## config.mk

```make
export PLATFORM = sky130hd
export DESIGN_NAME = slot_alloc_ctl
export DESIGN_NICKNAME = d
export VERILOG_FILES = /design/src/rtl/slot_pkg.sv /design/src/rtl/slot_find64.sv /design/src/rtl/slot_alloc_ctl.sv
export SDC_FILE = /design/constraint.sdc
export NUM_CORES = 1
export LEC_CHECK = 0
export BUFFER_PORTS_ARGS = -buffer_cell sky130_fd_sc_hd__buf_2
export CAP_MARGIN = 10
export CELL_PAD_IN_SITES_DETAIL_PLACEMENT = 2
export CELL_PAD_IN_SITES_GLOBAL_PLACEMENT = 2
export CORE_ASPECT_RATIO = 1.4
export CORE_MARGIN = 2
export CORE_UTILIZATION = 28
export CTS_CLUSTER_SIZE = 14
export DETAILED_ROUTE_END_ITERATION = 7
export GPL_TIMING_DRIVEN = 0
export MAX_ROUTING_LAYER = met4
export PLACE_DENSITY = 0.64
export SLEW_MARGIN = 20
export SYNTH_ARGS = -nofsm -noshare
export SYNTH_HDL_FRONTEND = slang
export SYNTH_SLANG_ARGS = --single-unit
```

## constraint.sdc

```tcl
create_clock -name clk -period 4.1 [get_ports clk]
set_input_delay 0.82 -clock clk [delete_from_list [all_inputs] [get_ports clk]]
set_output_delay 0.82 -clock clk [all_outputs]
set_load 0.02 [all_outputs]
```

## src/rtl/slot_pkg.sv

```systemverilog
// Shared types and sizes for the 64-entry slot allocation controller.
package slot_pkg;

  localparam int NSLOT = 64;

  typedef logic [5:0] slot_idx_t;
  typedef logic [6:0] slot_occ_t;

  typedef enum logic {
    RUN      = 1'b0,
    THROTTLE = 1'b1
  } alloc_state_e;

endpackage

```

## src/rtl/slot_find64.sv

```systemverilog
// Combinational lowest-set-bit encoder over a 64-bit vector.
module slot_find64
  import slot_pkg::*;
(
  input  logic [NSLOT-1:0] vec,
  output slot_idx_t        idx,
  output logic             hasany
);

  // Scanning from the top down leaves the lowest set bit as the final winner.
  always_comb begin
    idx = '0;
    for (int i = NSLOT - 1; i >= 0; i--) begin
      if (vec[i]) idx = slot_idx_t'(i);
    end
  end

  assign hasany = |vec;

endmodule

```

## src/rtl/slot_alloc_ctl.sv

```systemverilog
// Slot pool allocator: free bitmap, lowest-index grant, occupancy count, hysteresis throttle.
// Optional double-free detection output enabled by defining SLOT_DBL_FREE_CHK_EN.
module slot_alloc_ctl
  import slot_pkg::*;
#(
  parameter logic [NSLOT-1:0] RSV_MASK = '0,
  parameter slot_occ_t        HIWAT    = 7'd56,
  parameter slot_occ_t        LOWAT    = 7'd48
) (
  input  logic      clk,
  input  logic      rst,
  input  logic      alloc_req,
  output logic      alloc_gnt,
  output slot_idx_t alloc_idx,
  input  logic      free_vld,
  input  slot_idx_t free_idx,
  input  logic      flush,
  output slot_occ_t occ,
  output logic      full
`ifdef SLOT_DBL_FREE_CHK_EN
  ,
  output logic      dbl_free_err
`endif
);

  logic [NSLOT-1:0] free_q, free_d, avail;
  slot_occ_t        occ_d;
  alloc_state_e     state, state_d;
  logic             full_d;
  slot_idx_t        find_idx;
  logic             find_any;
  logic             free_hit;

  assign avail = free_q & ~RSV_MASK;

  slot_find64 u_find (
    .vec    (avail),
    .idx    (find_idx),
    .hasany (find_any)
  );

  assign alloc_gnt = alloc_req & (state == RUN) & find_any & ~flush;
  assign alloc_idx = alloc_gnt ? find_idx : '0;

  // A free only counts for a non-reserved slot that is currently allocated.
  assign free_hit = free_vld & ~flush & ~RSV_MASK[free_idx] & ~free_q[free_idx];

  // NOTE: every signal assigned here gets a default first, so no path leaves it
  // unassigned and no latch is inferred.
  always_comb begin
    free_d  = free_q;
    occ_d   = occ;
    state_d = state;
    if (flush) begin
      free_d  = ~RSV_MASK;
      occ_d   = '0;
      state_d = RUN;
    end else begin
      if (alloc_gnt) free_d[find_idx] = 1'b0;
      if (free_hit)  free_d[free_idx] = 1'b1;
      occ_d = occ + slot_occ_t'(alloc_gnt) - slot_occ_t'(free_hit);
      case (state)
        RUN:      if (occ_d >= HIWAT) state_d = THROTTLE;
        THROTTLE: if (occ_d <= LOWAT) state_d = RUN;
        default:  state_d = RUN;
      endcase
    end
    full_d = ~|(free_d & ~RSV_MASK) | (state_d == THROTTLE);
  end

  // NOTE: sequential state uses non-blocking assignments so every flop samples
  // the pre-edge values computed above.
  always_ff @(posedge clk or posedge rst) begin
    if (rst) begin
      free_q <= ~RSV_MASK;
      occ    <= '0;
      state  <= RUN;
      full   <= &RSV_MASK;
    end else begin
      free_q <= free_d;
      occ    <= occ_d;
      state  <= state_d;
      full   <= full_d;
    end
  end

`ifdef SLOT_DBL_FREE_CHK_EN
  // Any free that is not a valid release (reserved or already free) is flagged.
  always_ff @(posedge clk or posedge rst) begin
    if (rst) dbl_free_err <= 1'b0;
    else     dbl_free_err <= free_vld & ~flush & ~free_hit;
  end
`endif

endmodule

```

==> run metrics, run 1 <==
outcome complete, but fails checks; failing checks negative setup slack; first-pass GRT wire length 52600 um; power per cell area 341 nW/um^2; Die X 128 um; CP Launch Type input pin; die footprint 22800 um^2; clock skew 0.0148 ns; Boundary Pins 26; post-DP HPWL 27200 um; synthesized net count 750; CTS clk-pin slew, worst paths 0.07 ns; commonest non-fill, non-tap cell in the layout dfstp_2; Placeable Area 21200 um^2; Num CTS Buffers 9; Seq/Total Area, Yosys 31.5%; largest net degree at the start of global routing 39; clock latency on the worst-skew pair 0.36 ns; Final Hold Viols 0; Worst R2R Start avail[21]$_DFF_PP1_; GRT Residual Overflow 0; Total Wirelength 36100 um; 1st-pass router iterations 5; critical-path maximum fanout 10; Async S/R FF share, synth 100%; most frequent cells in the layout dfstp_2 (64), nor2_1 (63), nand2_1 (48); Hold WC Path Type in2async; Post-Synthesis Cells 731; RSZ-0062 raised after global routing true; Seq cells post-synth 73; Final period util 109%; CTS root buffer clkbuf_16; number of global-route vias before repair 7547; number of antenna violations at the first check in global routing 0; Yosys cell types 79; Most used DFF post-synth dfstp_2; Vias/cell 6.54; Max VDD drop 0.363 mV; Num Clock Sinks 73; Syn-to-layout area delta 24.3%; Pleak 2.64 nW; FF-to-FF End full$_DFF_PP0_; Max Root-Sink Buffers 2; setup TNS -0.552 ns; Fmax 224 MHz; Syn. warnings 0; initial core utilization 28.6%; Post-CTS Hold Buffers 0; H-Tree Depth 3; Slew HR 29.7%; layout cell share with drive strength beyond 1 30.5%; Final Max Slew Viols 0; critical path type in2reg; Detailed Route Iter0 Violations 540; IO buf count 23; Routed Antenna Nets 0; reg2reg setup slack -0.31 ns; fin nets 810; Worst-Margin Slew 1.04 ns; Critical Path RT 4.39 ns; Post-synth EDFFs 0; final setup violation count 3; minimum clock period 4.46 ns; CTS tree built; Crit path arrival time 4.74 ns; Synth Cell Area 6060 um^2; Total Routing Usage GR 33.1%; RePlAce Congestion 0.958; die height 178 um; Core Rows 63; final worst setup slack -0.358 ns; Max-cap violations 0; Worst Setup End Kind flip-flop; DR WL/cell 34.2 um; ANT cells 0; vias 6909; Place WS -1.78 ns; syn avg cell area 8.29 um^2; fill cell count 2343; Critical Path Source free_idx[0]; number of remaining DRC errors 0; cells on worst reg2reg path 12
==> cell families (layout without fill, tap and decap cells) <==
kind of cell / count (synthesis) / in the layout / synth area share [%]
buffers and inverters: 82 / 147 / 5.41
adder cells (fa/ha/maj): 8 / 8 / 1.78
multiplexers: 19 / 19 / 3.78
AO/OA/AOI/OAI: 252 / 252 / 30.1
XOR/XNOR: 7 / 7 / 1.01
flip-flops: 73 / 73 / 31.5
AND/OR/NAND/NOR: 290 / 290 / 26.5
==> worst max-delay path by stage <==
stage / to / slack (ns) / cells past startpoint
after floorplan: full$_DFF_PP0_ / -0.16 / 17
after global placement: full$_DFF_PP0_ / -1.71 / 18
after detailed placement: full$_DFF_PP0_ / -1.78 / 18
after CTS: full$_DFF_PP0_ / -0.27 / 18
after global routing: full$_DFF_PP0_ / -0.39 / 18
final: full$_DFF_PP0_ / -0.36 / 16
==> critical path: stages <==
cell and delay (ns):
buf_2 0.13, clkbuf_16 0.18, buf_12 0.15, nor3b_1 0.48
o21ai_0 0.17, a21oi_1 0.19, a21o_1 0.18, nor4_4 0.09
buf_4 0.17, and3_1 0.17, clkbuf_1 0.30, a211o_1 0.44
nor4_2 0.48, nand2_1 0.16, nor4_2 0.38, a31o_1 0.22
==> state kept, by name (all words and copies together), names as in the netlist <==
name and cells:
avail 64, occ 7, full 1, state 1
==> routing by layer <==
| metal | track usage [%] | up-vias | routed length [um] |
|---|---|---|---|
| li1 | - | 2944 | - |
| met1 | 37.7 | 3543 | 14200 |
| met2 | 55.7 | 299 | 17900 |
| met3 | 4.11 | 123 | 1550 |
| met4 | 19.4 | 0 | 2400 |
| met5 | - | - | 0 |
==> cell usage after synthesis (all sizes together), types with 7 or more instances <==
cell type / count / area share [%]
or4: 19 / 2.7
mux2: 11 / 2.0
nand3: 12 / 0.99
a221o: 11 / 1.8
nor4: 29 / 3.3
nand2: 50 / 3.1
buf: 15 / 1.3
dfstp: 64 / 28
a211oi: 9 / 1.2
nor2: 67 / 4.2
or2: 9 / 0.93
inv: 36 / 2.2
dfrtp: 9 / 3.7
a21oi: 45 / 3.8
o21ai: 43 / 3.6
o211ai: 15 / 1.9
clkbuf: 31 / 1.9
o41ai: 9 / 1.3
o31ai: 29 / 3.8
nor3: 20 / 1.7
nand2b: 20 / 2.1
ha: 7 / 1.4
a221oi: 7 / 1.0
or3: 15 / 1.5
nor2b: 16 / 1.7
o22ai: 7 / 0.72
==> area by class of cell <==
| cell class | instances | area, um^2 | share of cell area [%] |
|---|---|---|---|
| multi-input combinational | 576 | 4180 | 55.5 |
| clock inverter | 7 | 76.3 | 1.01 |
| tap | 260 | 325 | 4.32 |
| sequential | 73 | 1910 | 25.3 |
| inverter | 36 | 141 | 1.88 |
| clock buffer | 9 | 225 | 2.99 |
| timing repair buffer | 51 | 365 | 4.85 |
| buffer | 44 | 307 | 4.07 |
==> per-stage QoR <==
stage	utilization [%]	std cells	cell area [um^2]	hold WS, ns	total power [mW]
floorplan	-	731	6100	0.485	1.29
global placement	30.9	1014	6550	0.532	1.50
detailed placement	31.0	1016	6580	0.546	1.53
CTS	34.5	1047	7320	0.517	2.48
global route	35.5	1056	7530	0.534	2.68
finish	35.5	1056	7530	0.492	2.57
==> report_power, final <==
group / total [mW] / internal, mW / switching [mW] / leakage, nW
sequential: 0.798 / 0.768 / 0.0297 / 0.790
clock: 0.840 / 0.478 / 0.362 / 0.151
combinational: 0.930 / 0.407 / 0.523 / 1.70
total: 2.57 / 1.65 / 0.915 / 2.64
==> timing repair <==
action	CTS	global route
setup endpoints to repair	76	5
cloned	1	0
gates resized for setup	71	33
pin swaps	16	15
buffers inserted	16	10
(Power assumes the default switching activity.)
==> inputs of run 2 (changes only) <==
--- a/config.mk
+++ b/config.mk
@@ -5,8 +5,7 @@
 export SDC_FILE = /design/constraint.sdc
 export NUM_CORES = 1
 export LEC_CHECK = 0
-export BUFFER_PORTS_ARGS = -buffer_cell sky130_fd_sc_hd__buf_2
-export CAP_MARGIN = 10
+export CAP_MARGIN = 20
 export CELL_PAD_IN_SITES_DETAIL_PLACEMENT = 2
 export CELL_PAD_IN_SITES_GLOBAL_PLACEMENT = 2
 export CORE_ASPECT_RATIO = 1.4
@@ -14,10 +13,12 @@
 export CORE_UTILIZATION = 28
 export CTS_CLUSTER_SIZE = 14
 export DETAILED_ROUTE_END_ITERATION = 7
+export DONT_BUFFER_PORTS = 1
 export GPL_TIMING_DRIVEN = 0
 export MAX_ROUTING_LAYER = met4
-export PLACE_DENSITY = 0.64
+export PLACE_DENSITY = 0.62
 export SLEW_MARGIN = 20
 export SYNTH_ARGS = -nofsm -noshare
 export SYNTH_HDL_FRONTEND = slang
 export SYNTH_SLANG_ARGS = --single-unit
+export TNS_END_PERCENT = 30
==> run metrics, run 2 (same netlist as run 1, synthesis figures left out) <==
CTS clk-pin slew, worst paths 0.06 ns (about the same); Pleak 2.60 nW (-1.5%); Post-CTS Hold Buffers 0 (unchanged); Vias/cell 6.53 (-0.18%); Final period util 104% (-4.6 points); post-DP HPWL 27400 um (+0.79%); RePlAce Congestion 0.943 (-1.6%); Routed Antenna Nets 0 (unchanged); max reg flops 64 (unchanged); DP Cell Count 992 (-2.4%); Final Instance Count excl. Fillers 1040 (-1.5%); power per cell area 333 nW/um^2 (-2.3%); Max Root-Sink Buffers 2 (unchanged); CTS tree built; CP Launch Type flip-flop; commonest non-fill, non-tap cell in the layout dfstp_2; clock skew 0.0108 ns (-0.00405 ns); Max VDD drop 0.430 mV (+18%); Placeable Area 21200 um^2 (unchanged); Worst Setup End Kind flip-flop; Hold Slack 0.382 ns (-0.110 ns); CTS root buffer clkbuf_16; outcome complete, but fails checks; die height 178 um (unchanged); Crit path arrival time 4.55 ns (-0.19 ns); final setup violation count 1 (-2); final worst setup slack -0.170 ns (+0.188 ns); Core Rows 63 (unchanged); initial core utilization 28.6% (unchanged); Max-cap violations 0 (unchanged); Fmax 234 MHz (+4.4%); minimum clock period 4.27 ns (-0.188 ns); failing checks negative setup slack; Critical Path RT 4.38 ns (about the same); ANT cells 0 (unchanged); IO buf count 0 (-100%); Syn-to-layout area delta 24.1% (about the same); Detailed Route Iter0 Violations 501 (-7.2%); Hold WC Path Type in2async; vias 6792 (-1.7%); Die X 128 um (unchanged); Total Wirelength 36600 um (+1.3%); 1st-pass router iterations 6 (+1); Slew HR 32.5% (+2.9 points); Num Clock Sinks 73 (unchanged); number of antenna violations at the first check in global routing 0 (unchanged); Num CTS Buffers 9 (unchanged); Total Routing Usage GR 33.7% (+0.66 points); RSZ-0062 raised after global routing true; die footprint 22800 um^2 (unchanged); DR WL/cell 35.2 um (+2.9%); H-Tree Depth 3 (unchanged); largest net degree at the start of global routing 38 (-2.6%); GRT Residual Overflow 0 (unchanged); Boundary Pins 26 (unchanged); number of global-route vias before repair 7435 (-1.5%); layout cell share with drive strength beyond 1 31.7% (+1.1 points); most frequent cells in the layout dfstp_2 (64), nor2_1 (63), nand2_1 (46); critical-path maximum fanout 10 (unchanged); Final Hold Viols 0 (unchanged); fin nets 794 (-2.0%); number of remaining DRC errors 0 (unchanged); critical path type reg2reg; first-pass GRT wire length 53300 um (+1.4%); Final Max Slew Viols 0 (unchanged); Worst-Margin Slew 1.00 ns (-0.0392 ns); Place WS -1.45 ns (+0.329 ns); clock latency on the worst-skew pair 0.36 ns (about the same)
run 2: changes by cell type in the layout (fill, tap and decap cells not counted), moves of 3 or more:
| cell | delta |
|---|---|
| buf_4 | +12 |
| buf_2 | -21 |
| nor4_1 | -3 |
| buf_12 | -3 |
| or4_1 | -4 |
| or4_4 | +4 |
run 2: repair_timing:
item / in CTS / in global routing
setup buffers: 25 / 13
pin swaps: 15 / 23
resized for setup: 79 / 30
cloned: 1 / 0
endpoints found under the setup margin: 56 / 5
run 2: cell type report:
class	instances	area, um^2
plain buffers	40	230
clock buffers	11	243
clock inverters	5	53.8
fillers	2362	13700
inverters	36	141
multi-input cells	576	4280
flip-flops and latches	73	1910
well taps	260	325
repair buffers	39	342
run 2: per-layer routing:
metal / global-route usage [%] / routed length, um / vias up
met3: 4.11 / 1430 / 114
met1: 38.9 / 14500 / 3511
met4: 19.3 / 2340 / 0
met2: 56.5 / 18300 / 255
met5: - / 0 / -
li1: - / - / 2912
run 2: metrics by stage:
step | power (mW) | setup TNS [ns] | util, % | cell area (um^2)
after floorplan | 1.29 | -0.158 | - | 6100
after global placement | 1.45 | -41.31 | 30.3 | 6430
after detailed placement | 1.48 | -34.77 | 30.5 | 6470
after CTS | 2.45 | -0.226 | 34.4 | 7300
after global routing | 2.61 | -0.437 | 35.5 | 7520
final | 2.50 | -0.170 | 35.5 | 7520
run 2: where the power goes:
part	switching (mW)	total, mW	internal, mW
clock	0.347	0.833	0.487
combinational	0.462	0.824	0.362
sequential	0.0797	0.847	0.768
total	0.888	2.50	1.62
run 2: critical path, cell delays in order, from the launching register on:
cell and delay [ns]:
dfstp_2 0.60, inv_1 0.11, a221oi_2 0.31, and4_4 0.31, or4b_4 0.51, a2111o_1 0.58, buf_6 0.23, o31ai_4 0.26
nand2_1 0.13, or4_4 0.54, nor4_4 0.41, a31o_1 0.21
run 2: path summary, 6_finish.rpt:
check,startpoint,to,slack [ns],cells past startpoint
setup reg to reg,avail[21]$_DFF_PP1_,full$_DFF_PP0_,-0.17,11
hold / removal,rst,state$_DFF_PP0_,0.38,1
min in group clk,avail[18]$_DFF_PP1_,avail[18]$_DFF_PP1_,0.56,2
hold reg to reg,avail[18]$_DFF_PP1_,avail[18]$_DFF_PP1_,0.56,2
max in group asynchronous,rst,avail[37]$_DFF_PP1_,3.05,2
setup / recovery,avail[21]$_DFF_PP1_,full$_DFF_PP0_,-0.17,11
